--- config.mk ---
export PLATFORM = sky130hd
export DESIGN_NAME = scan_decoder_n
export DESIGN_NICKNAME = d
export VERILOG_FILES = /design/src/rtl/scan_decoder_n.sv
export SDC_FILE = /design/constraint.sdc
export NUM_CORES = 1
export LEC_CHECK = 0
export BUFFER_PORTS_ARGS = -buffer_cell sky130_fd_sc_hd__buf_4
export CORE_MARGIN = 4
export CORE_UTILIZATION = 52
export DETAILED_ROUTE_END_ITERATION = 7
export PLACE_DENSITY = 0.76
export REMOVE_ABC_BUFFERS = 1
export SYNTH_ARGS = -nofsm -noshare
export SYNTH_HDL_FRONTEND = slang
export SYNTH_SLANG_ARGS = --single-unit
--- constraint.sdc ---
create_clock -name iClk -period 2.4 [get_ports iClk]
set_clock_uncertainty 0.05 [all_clocks]
set_input_delay 0.24 -clock iClk [delete_from_list [all_inputs] [get_ports iClk]]
set_output_delay 0.24 -clock iClk [all_outputs]
set_load 0.03 [all_outputs]
--- src/rtl/scan_decoder_n.sv ---
// Registered active-low one-hot line decoder with direct and auto-scan modes.
// Every change of the driven line passes through DEAD all-high blanking cycles.
module scan_decoder_n #(
    parameter int WIDTH = 3,
    parameter int OUTS  = 8,
    parameter int DIV_W = 16,
    parameter int DEAD  = 2
) (
    input  logic             iClk,
    input  logic             iRst_n,
    input  logic [1:0]       iEna,
    input  logic             iMode,
    input  logic [DIV_W-1:0] iDiv,
    input  logic [WIDTH-1:0] iData,
    output logic [OUTS-1:0]  oData,
    output logic [WIDTH-1:0] oSel,
    output logic             oTick
);

    localparam int BW = (DEAD > 1) ? $clog2(DEAD) : 1;
    localparam logic [WIDTH-1:0] LAST = WIDTH'(OUTS - 1);
    localparam logic [BW-1:0] BLK_END = (DEAD > 0) ? BW'(DEAD - 1) : '0;

    typedef enum logic [1:0] {IDLE, DRIVE, BLANK} state_t;

    state_t           r_state, w_state;
    logic [WIDTH-1:0] r_idx, w_idx;
    logic [WIDTH-1:0] r_tgt, w_tgt;
    logic [DIV_W-1:0] r_div, w_div;
    logic [BW-1:0]    r_blk, w_blk;
    logic             r_mode;
    logic [OUTS-1:0]  r_data, w_data;
    logic [WIDTH-1:0] r_sel, w_sel;
    logic             r_tick, w_tick;
    logic             w_en, w_chg;
    logic [WIDTH-1:0] w_next;

    assign w_en   = (iEna == 2'b10);
    assign w_chg  = (iMode != r_mode);
    assign w_next = (r_idx == LAST) ? '0 : r_idx + 1'b1;

    always_comb begin
        w_state = r_state;
        w_idx   = r_idx;
        w_tgt   = r_tgt;
        w_div   = r_div;
        w_blk   = r_blk;
        w_tick  = 1'b0;
        if (!w_en) begin
            w_state = IDLE;
            w_idx   = '0;
            w_tgt   = '0;
            w_div   = '0;
            w_blk   = '0;
        end else begin
            unique case (r_state)
                IDLE: begin
                    w_state = DRIVE;
                    w_idx   = iMode ? '0 : iData;
                    w_tgt   = w_idx;
                    w_div   = '0;
                    w_blk   = '0;
                end
                DRIVE: begin
                    // Mode change outranks a scan terminal, so no tick here.
                    if (w_chg) begin
                        w_div = '0;
                        w_tgt = iMode ? '0 : iData;
                        if (DEAD > 0) begin
                            w_state = BLANK;
                            w_blk   = '0;
                        end else begin
                            w_idx = w_tgt;
                        end
                    end else if (!iMode) begin
                        if (iData != r_idx) begin
                            w_tgt = iData;
                            if (DEAD > 0) begin
                                w_state = BLANK;
                                w_blk   = '0;
                            end else begin
                                w_idx = iData;
                            end
                        end
                    end else if (r_div >= iDiv) begin
                        w_tick = 1'b1;
                        w_div  = '0;
                        w_tgt  = w_next;
                        if (DEAD > 0) begin
                            w_state = BLANK;
                            w_blk   = '0;
                        end else begin
                            w_idx = w_next;
                        end
                    end else begin
                        w_div = r_div + 1'b1;
                    end
                end
                BLANK: begin
                    if (w_chg) begin
                        w_div = '0;
                        w_tgt = iMode ? '0 : iData;
                    end else if (!iMode) begin
                        w_tgt = iData;
                    end
                    if (r_blk == BLK_END) begin
                        w_state = DRIVE;
                        w_idx   = w_tgt;
                        w_blk   = '0;
                    end else begin
                        w_blk = r_blk + 1'b1;
                    end
                end
                default: w_state = IDLE;
            endcase
        end
    end

    // Out-of-range indices match no line, leaving the drive all high.
    always_comb begin
        w_data = '1;
        w_sel  = (w_state == BLANK) ? w_tgt : w_idx;
        if (w_state == DRIVE) begin
            for (int i = 0; i < OUTS; i++) begin
                if (w_idx == WIDTH'(i)) w_data[i] = 1'b0;
            end
        end
    end

    always_ff @(posedge iClk or negedge iRst_n) begin
        if (!iRst_n) begin
            r_state <= IDLE;
            r_idx   <= '0;
            r_tgt   <= '0;
            r_div   <= '0;
            r_blk   <= '0;
            r_mode  <= 1'b0;
            r_data  <= '1;
            r_sel   <= '0;
            r_tick  <= 1'b0;
        end else begin
            r_state <= w_state;
            r_idx   <= w_idx;
            r_tgt   <= w_tgt;
            r_div   <= w_div;
            r_blk   <= w_blk;
            r_mode  <= iMode;
            r_data  <= w_data;
            r_sel   <= w_sel;
            r_tick  <= w_tick;
        end
    end

    assign oData = r_data;
    assign oSel  = r_sel;
    assign oTick = r_tick;

endmodule

==> metrics.md, run 1 <==
| Metric | Value |
|---|---|
| Outcome | finished with violations |
| Failing checks | setup timing |
| Core Footprint | 0.00479 mm2 |
| DRT Pass-1 Iters | 4 |
| Post-synth ARST share | 100% |
| Met1 Usage GRT | 25.2% |
| Die ar. | 0.00622 mm2 |
| Share of layout cells above drive strength 1 | 29.9% |
| Clock root cell | clkbuf_8 |
| Mean Syn Cell Area | 8.79 um2 |
| CTS tree | done |
| Filler Cells Inserted | 383 |
| Drt first-iter violations | 156 |
| Leading cell types by total area after synthesis | dfrtp_1 29%, ha_1 11%, dfstp_2 8.1% |
| Die Span X | 78.8 um |
| Final Max Tran Viols | 0 |
| Worst-path fanout max | 7 |
| Yosys top cell area share | 28.8% |
| R2R Setup Slk | -0.14 ns |
| Sequential fraction of the synthesis area | 36.8% |
| # clock sinks | 38 |
| Hold WS | 0.122 ns |
| Startpoint Class | register |
| EDFF count, synth | 0 |
| H-tree depth | 2 |
| Place WS | -0.211 ns |
| IO Pins | 36 |
| Grt met2 use | 40.2% |
| Cts bufs inserted | 5 |
| CTS max path bufs | 2 |
| Die height | 78.8 um |
| Post-DP HPWL | 4880 um |
| Top cell type by total area after synthesis | dfrtp_1 |
| Hold Crit Class | input pin to register |
| Max Fclk | 0.394 GHz |
| Rows | 25 |
| Ant. Diodes | 0 |
| Area grow syn2layout | 31.4% |
| Final nets | 417 |
| Worst VDD drop | 269 uV |
| Mean number of vias per cell | 5.71 |
| DRC viols | 0 |
| Slew headroom | 68.1% |
| Synthesized instance count | 297 |
| First-pass GRT wire length | 10900 um |
| Final Hold Violating Endpoints | 0 |
| Worst-margin pin slew | 0.479 ns |
| Area after DPL | 0.00316 mm2 |
| Top_reg_cell synth | dfrtp_1 |
| Max_cap viols | 0 |
| GRT Total Usage | 22.2% |
| Clk slew on worst S/H paths | 0.07 ns |
| P per Cell Area | 393 mW/mm2 |
| Initial antenna violation count | 0 |
| Routability-driven placement congestion ratio | 0.984 |
| GRT overflow | 0 |
| Yosys warnings | 0 |
| Post-layout min period | 2.54 ns |
| Worst Setup End Kind | register |
| Via Count | 2503 |
| Final period utilization | 106% |
| Final core utilization | 71.6% |
| Mapped Area | 0.00261 mm2 |
| Aggregate routed wire length | 6650 um |
| DRT antenna net count | 0 |
| Fin cells | 438 |
| Critical Setup Path Class | register to register |
| Final Cell Area | 0.00343 mm2 |
| Pin count of the biggest net entering global routing | 39 |
| Critical path arrival | 2.67 ns |
| DR WL/cell | 15.2 um |
| Placed cell count | 425 |
| Clock latency on the worst-skew pair | 0.30 ns |
| Netlist cell types | 49 |
| RSZ-0062 raised after global routing | yes |
| I/O Buffers | 35 |
| GR peak layer | met2 |
| Finish-stage setup viols | 3 |
| Met3 Use GR | 4.42% |
| Synthesized flop and latch total | 38 |
| Number of global-route vias before repair | 2504 |
| Final WS setup | -0.139 ns |
| Leak | 1.65 nW |
| Starting Density | 54.5% |
| CP required | 2.53 ns |
==> placed cells by master (no fill, tap or decap), drive strengths merged, types with 4 or more instances in the layout <==
cell type  instances
nand3             12
nor2b              9
inv               22
clkbuf             7
nand2b             6
a21oi             12
o21ai             24
mux2               5
nor2              30
and2               4
nand2             29
nand4              6
dfstp              8
ha                23
buf               69
or3                5
dfrtp             30
nor3               9
xnor2              4
o31ai              5
and3               8
xor2               5
==> worst paths after layout <==
check / from / endpoint / depth (start not counted)
max in group asynchronous: iRst_n / oData[4]$_DFF_PN1_ / 2
max reg2reg: r_div[13]$_DFFE_PN0P_ / oSel[2]$_DFF_PN0_ / 9
min: iMode / r_mode$_DFF_PN0_ / 1
min reg2reg: r_div[10]$_DFFE_PN0P_ / r_div[10]$_DFFE_PN0P_ / 2
max: r_div[13]$_DFFE_PN0P_ / oSel[2]$_DFF_PN0_ / 9
min in group asynchronous: iRst_n / r_state[0]$_DFF_PN0_ / 2
==> through the flow <==
stage / power, mW / setup TNS [ns]
after CTS: 1.35 / -0.508
after floorplan: 0.779 / -0.0660
after global placement: 0.866 / -0.454
final: 1.35 / -0.382
after global routing: 1.41 / -1.17
after detailed placement: 0.873 / -1.73
==> flip-flops by register name, summed over array words and instances (netlist names) <==
name / cells
r_mode: 1
r_idx: 3
oTick: 1
oSel: 3
oData: 8
r_tgt: 3
r_div: 16
r_state: 2
r_blk: 1
==> cell usage after synthesis, drive strengths merged (5+ instances only) <==
library cell,instances
xor2,5
dfrtp,30
nand4,6
dfstp,8
nor2,30
ha,23
nand3,12
a21oi,12
nand2,29
or3,5
nand2b,6
inv,22
mux2,5
o21ai,24
nor2b,9
nor3,9
o31ai,5
and3,8
==> critical path: stages, from the launching register on <==
cell	delay [ns]
dfrtp_1	0.41
ha_4	0.29
nand4_1	0.14
nor3_2	0.24
buf_4	0.16
o311ai_4	0.11
nand3_4	0.16
o22ai_2	0.09
a2111o_1	0.47
mux2_2	0.31
==> power by group <==
group	switching, mW	internal (mW)	leakage [nW]
combinational	0.122	0.0954	1.10
clock	0.238	0.232	0.0482
sequential	0.00872	0.650	0.498
==> layer usage <==
metal  wire length (um)  part of all wire (%)  vias to the layer above
met4                212                   3.2                        0
met3                301                   4.5                       21
met1               2690                    40                     1191
met2               3440                    52                       80
li1                   -                     -                     1211
met5                  0                     0                        -
==> timing repair <==
| action | 4_1_cts | 5_1_grt |
|---|---|---|
| endpoints found under the hold margin | 30 | 0 |
| endpoints found under the setup margin | 20 | 29 |
| pin swaps | 6 | 10 |
| hold buffers | 1 | 0 |
| setup buffers | 3 | 1 |
| resized for setup | 6 | 20 |
==> cell type report <==
type	count	area [um2]	area share, %
clock buffer	7	86.3	2.52
timing repair buffer	70	532	15.5
sequential	38	961	28.0
clock inverter	1	5.00	0.146
inverter	22	82.6	2.41
multi-input combinational	233	1680	48.9
tap	67	83.8	2.45
==> kinds of logic after synthesis <==
family                   share of synthesized area, %
flip-flops                                       36.8
buffers and inverters                            3.84
adder cells (fa/ha/maj)                          11.0
AND/OR/NAND/NOR                                  24.2
XOR/XNOR                                         3.02
multiplexers                                     2.54
AO/OA/AOI/OAI                                    18.6
(Power assumes the default switching activity.)
==> run 2, diff against run 1 <==
PLACE_DENSITY = 0.74   (was 0.76)
==> metrics.md, run 2 (same netlist as run 1, synthesis figures left out) <==
| Metric | Value |
|---|---|
| Max reg flops | 16 (unchanged) |
| CTS tree | done |
| Area grow syn2layout | 26.7% |
| Initial antenna violation count | 0 (unchanged) |
| Via Count | 2418 (-3.4%) |
| Filler Cells Inserted | 404 (+5.5%) |
| CP required | 2.52 ns (about the same) |
| Worst VDD drop | 332 uV (+23%) |
| Share of layout cells above drive strength 1 | 26.2% (-3.7 points) |
| Slew headroom | 66.2% (-1.8 points) |
| P per Cell Area | 392 mW/mm2 (-0.30%) |
| Worst Setup End Kind | register |
| Final Hold Violating Endpoints | 0 (unchanged) |
| Final WS setup | -0.104 ns (+0.0345 ns) |
| Final nets | 416 (-0.24%) |
| GRT Total Usage | 21.9% (-0.28 points) |
| Register area | 961 um2 (unchanged) |
| Failing checks | setup timing |
| Leak | 1.61 nW (-2.0%) |
| Grt met2 use | 39.0% (-1.3 points) |
| Die Span X | 78.8 um (unchanged) |
| Mean number of vias per cell | 5.53 (-3.2%) |
| Crit-path max cell delay | 0.51 ns (+0.04 ns) |
| DRT antenna net count | 0 (unchanged) |
| Critical path startpoint | r_div[15]$_DFFE_PN0P_ |
| Clk slew on worst S/H paths | 0.07 ns (about the same) |
| GRT overflow | 0 (unchanged) |
| RSZ-0062 raised after global routing | yes |
| Worst-margin pin slew | 0.507 ns (+0.0276 ns) |
| Final period utilization | 104% (-1.4 points) |
| Max Fclk | 0.399 GHz (+1.4%) |
| Reg2reg start | r_div[15]$_DFFE_PN0P_ |
| Area occupied by multi-input gates | 0.00158 mm2 (-5.8%) |
| Post-DP HPWL | 4800 um (-1.6%) |
| IO Pins | 36 (unchanged) |
| First-pass GRT wire length | 10800 um (-1.6%) |
| Buf/Inv on CP | 1 (unchanged) |
| Met3 Use GR | 3.51% (-0.91 points) |
| H-tree depth | 2 (unchanged) |
| Rows | 25 (unchanged) |
| Drt first-iter violations | 164 (+5.1%) |
| GR peak layer | met2 |
| Final Cell Area | 0.00331 mm2 (-3.5%) |
| CTS max path bufs | 2 (unchanged) |
| Critical path arrival | 2.63 ns (-0.04 ns) |
| Area after DPL | 0.00316 mm2 (unchanged) |
| Worst-path fanout max | 8 (+1) |
| DRC viols | 0 (unchanged) |
| Commonest cells after routing, fill and taps aside | 68 x buf_4, 30 x nor2_1, 30 x dfrtp_1 |
| Final core utilization | 69.1% (-2.5 points) |
| Delay-heaviest family, CP | compound AO/OA/AOI/OAI gates |
| Aggregate routed wire length | 6340 um (-4.6%) |
| Clock latency on the worst-skew pair | 0.29 ns (about the same) |
| I/O Buffers | 35 (unchanged) |
| Final Max Tran Viols | 0 (unchanged) |
| Slowest cell on crit path | a2111o_1 |
| Core Footprint | 0.00479 mm2 (unchanged) |
| Critical Setup Path Class | register to register |
| Die height | 78.8 um (unchanged) |
| Max_cap viols | 0 (unchanged) |
| Die ar. | 0.00622 mm2 (unchanged) |
| Hold Crit Class | input pin to register |
| DR WL/cell | 14.5 um (-4.4%) |
| Commonest non-fill, non-tap cell in the layout | buf_4 |
| Pin count of the biggest net entering global routing | 39 (unchanged) |
| # clock sinks | 38 (unchanged) |
| Ant. Diodes | 0 (unchanged) |
| Post-layout min period | 2.50 ns (-0.0345 ns) |
| Reg with most FFs | r_div |
| Startpoint Class | register |
| Cts bufs inserted | 5 (unchanged) |
| DRT Pass-1 Iters | 4 (unchanged) |
| Hold path startpoint | iMode |
| Number of global-route vias before repair | 2391 (-4.5%) |
| Routability-driven placement congestion ratio | 0.984 (about the same) |
| Outcome | finished with violations |
| Met1 Usage GRT | 26.0% (+0.81 points) |
| Clock root cell | clkbuf_8 |
| Crit path cell chain | ha_4 -> nand4_1 -> nor3_1 -> nor4_1 -> buf_4 -> nand3_4 -> o22ai_2 -> a2111o_1 -> mux2_2 |
| Starting Density | 54.5% (unchanged) |
| Finish-stage setup viols | 3 (unchanged) |
## run 2: cell type report
type	count	share of cell area [%]
inverter	22	2.50
sequential	38	29.0
timing repair buffer	69	15.7
clock buffer	8	2.42
multi-input combinational	233	47.8
tap	67	2.53
## run 2: what timing repair did
action / in CTS / in global routing
endpoints found under the hold margin: 30 / 0
resized for setup: 3 / 2
hold buffers: 1 / 0
pin swaps: 2 / 3
setup endpoints to repair: 10 / 19
setup buffers: 2 / 1
## run 2: metal layers
metal / vias up / wire, um
met2: 61 / 3300
met1: 1150 / 2650
met4: 0 / 90
met3: 6 / 297
met5: - / 0
li1: 1201 / -
## run 2: path summary, 6_finish.rpt
kind / end / slack [ns] / cells past startpoint
min in group asynchronous: r_div[15]$_DFFE_PN0P_ / 0.42 / 2
worst min register to register: r_div[8]$_DFFE_PN0P_ / 0.52 / 2
worst max-delay path: oSel[2]$_DFF_PN0_ / -0.10 / 9
worst min-delay path: r_mode$_DFF_PN0_ / 0.13 / 1
max in group asynchronous: oData[3]$_DFF_PN1_ / 1.51 / 2
worst max register to register: oSel[2]$_DFF_PN0_ / -0.10 / 9
## run 2: power by group
group	switching, mW	internal (mW)
Combinational	0.116	0.0912
Clock	0.222	0.207
Sequential	0.00892	0.651
## run 2: through the flow
step	power (mW)	instances	worst slack (ns)	setup TNS (ns)	hold WS, ns
after floorplan	0.779	293	-0.0220	-0.0660	-0.106
after global placement	0.867	425	-0.0931	-0.322	0.184
after detailed placement	0.874	425	-0.154	-0.680	0.197
after CTS	1.31	436	-0.0965	-0.265	0.116
after global routing	1.37	437	-0.206	-1.94	0.113
final	1.30	437	-0.104	-0.275	0.133
==> run 3, diff against run 2 <==
SKIP_CTS_REPAIR_TIMING = 1   (was not set)
==> metrics.md, run 3 (same netlist as run 1, synthesis figures left out) <==
| Metric | Value |
|---|---|
| Final Total Pwr | 1.30 mW (+0.23%) |
| Die height | 78.8 um (unchanged) |
| CTS tree | done |
| Via Count | 2425 (+0.29%) |
| Outcome | finished with violations |
| Place WS | -0.154 ns (unchanged) |
| Final period utilization | 105% (+1.0 points) |
| Max Fclk | 0.396 GHz (-0.95%) |
| Commonest non-fill, non-tap cell in the layout | buf_4 |
| CTS max path bufs | 2 (unchanged) |
| Post-DP HPWL | 4800 um (unchanged) |
| Hold WS | 0.137 ns (+0.00382 ns) |
| Aggregate routed wire length | 6550 um (+3.3%) |
| Area occupied by multi-input gates | 0.00164 mm2 (+3.9%) |
| Routability-driven placement congestion ratio | 0.984 (unchanged) |
| Filler Cells Inserted | 396 (-2.0%) |
| DRT antenna net count | 0 (unchanged) |
| DRT Pass-1 Iters | 4 (unchanged) |
| Starting Density | 54.5% (unchanged) |
| Final nets | 417 (+0.24%) |
| Commonest cells after routing, fill and taps aside | 68 x buf_4, 30 x dfrtp_1, 29 x nor2_1, 29 x nand2_1, 22 x inv_1 |
| Ant. Diodes | 0 (unchanged) |
| Rows | 25 (unchanged) |
| H-tree depth | 2 (unchanged) |
| Failing checks | setup timing |
| Initial antenna violation count | 0 (unchanged) |
| Startpoint Class | register |
| Pin count of the biggest net entering global routing | 39 (unchanged) |
| I/O Buffers | 35 (unchanged) |
| Core Footprint | 0.00479 mm2 (unchanged) |
| GRT Total Usage | 21.7% (-0.25 points) |
| Max reg flops | 16 (unchanged) |
| P per Cell Area | 384 mW/mm2 (-1.9%) |
| CP required | 2.52 ns (about the same) |
| Worst VDD drop | 333 uV (+0.35%) |
| Post-layout min period | 2.53 ns (+0.0240 ns) |
| Final Hold Violating Endpoints | 0 (unchanged) |
| Number of global-route vias before repair | 2378 (-0.54%) |
| Clock latency on the worst-skew pair | 0.29 ns (about the same) |
| Max_cap viols | 0 (unchanged) |
| Slew headroom | 67.4% (+1.2 points) |
| DRC viols | 0 (unchanged) |
| Clk slew on worst S/H paths | 0.07 ns (about the same) |
| Mean number of vias per cell | 5.54 (about the same) |
| RSZ-0062 raised after global routing | yes |
| First-pass GRT wire length | 10700 um (-0.84%) |
| Final WS setup | -0.128 ns (-0.0240 ns) |
| Critical path arrival | 2.65 ns (+0.02 ns) |
| Reg with most FFs | r_div |
| Cts bufs inserted | 5 (unchanged) |
| Die ar. | 0.00622 mm2 (unchanged) |
| DR WL/cell | 14.9 um (+3.0%) |
| Die Span X | 78.8 um (unchanged) |
| Worst-margin pin slew | 0.489 ns (-0.0174 ns) |
| Clock root cell | clkbuf_8 |
| R2R Setup Slk | -0.13 ns (-0.02 ns) |
| Drt first-iter violations | 211 (+29%) |
| GRT overflow | 0 (unchanged) |
| # clock sinks | 38 (unchanged) |
| Final Max Tran Viols | 0 (unchanged) |
| Register area | 961 um2 (unchanged) |
| Finish-stage setup viols | 3 (unchanged) |
| Hold Crit Class | input pin to register |
| Area grow syn2layout | 29.5% |
| Leak | 1.63 nW (+0.86%) |
| Worst Setup End Kind | register |
| Share of layout cells above drive strength 1 | 28.8% (+2.6 points) |
| Critical Setup Path Class | register to register |
| Worst-path fanout max | 8 (unchanged) |
| IO Pins | 36 (unchanged) |
-- run 3: cell types whose count changed in the layout (fill, tap and decap cells not counted), sizes merged --
| cell | before | now |
|---|---|---|
| buf | 68 | 69 |
-- run 3: final cells by class --
cell class              instances  share of cell area, %
multi-input cells             233                   48.6
flip-flops and latches         38                   28.4
repair buffers                 70                   15.7
well taps                      67                   2.48
inverters                      22                   2.44
clock buffers                   8                   2.37
-- run 3: final timing paths --
path,startpoint,end,depth (start not counted)
worst max-delay path,r_div[13]$_DFFE_PN0P_,oSel[2]$_DFF_PN0_,9
worst min-delay path,iMode,r_mode$_DFF_PN0_,1
worst max register to register,r_div[13]$_DFFE_PN0P_,oSel[2]$_DFF_PN0_,9
worst min register to register,r_div[8]$_DFFE_PN0P_,r_div[8]$_DFFE_PN0P_,2
max in group asynchronous,iRst_n,oData[6]$_DFF_PN1_,2
min in group asynchronous,iRst_n,r_div[15]$_DFFE_PN0P_,2
-- run 3: metrics by stage --
step | instances | setup TNS, ns | cell area [um2] | utilization [%]
6_report | 438 | -0.351 | 3380 | 70.6
5_1_grt | 438 | -1.17 | 3380 | 70.6
4_1_cts | 433 | -0.847 | 3240 | 67.8
3_5_place_dp | 425 | -0.680 | 3160 | 66.1
3_3_place_gp | 425 | -0.322 | 3160 | 66.1
2_1_floorplan | 293 | -0.0660 | 2590 | -
-- run 3: per-layer routing --
| layer | wire, um | GRT usage [%] | vias up |
|---|---|---|---|
| met3 | 249 | 3.51 | 6 |
| li1 | - | - | 1205 |
| met2 | 3460 | 39.3 | 48 |
| met4 | 90 | 9.28 | 0 |
| met5 | 0 | 0 | - |
| met1 | 2750 | 25.2 | 1166 |
-- run 3: critical path, cell delays in order, from the launching register on --
cell and delay, ns:
dfrtp_1 0.42, ha_4 0.29, nand4_1 0.17, nor3_2 0.15, buf_4 0.15, o311ai_4 0.11, nand3_4 0.15, o22ai_2 0.09
a2111o_1 0.51, mux2_2 0.31
-- run 3: report_power, final --
group          switching (mW)  internal, mW
clock network           0.221         0.207
registers             0.00900         0.651
logic                   0.119        0.0929
total                   0.348         0.950
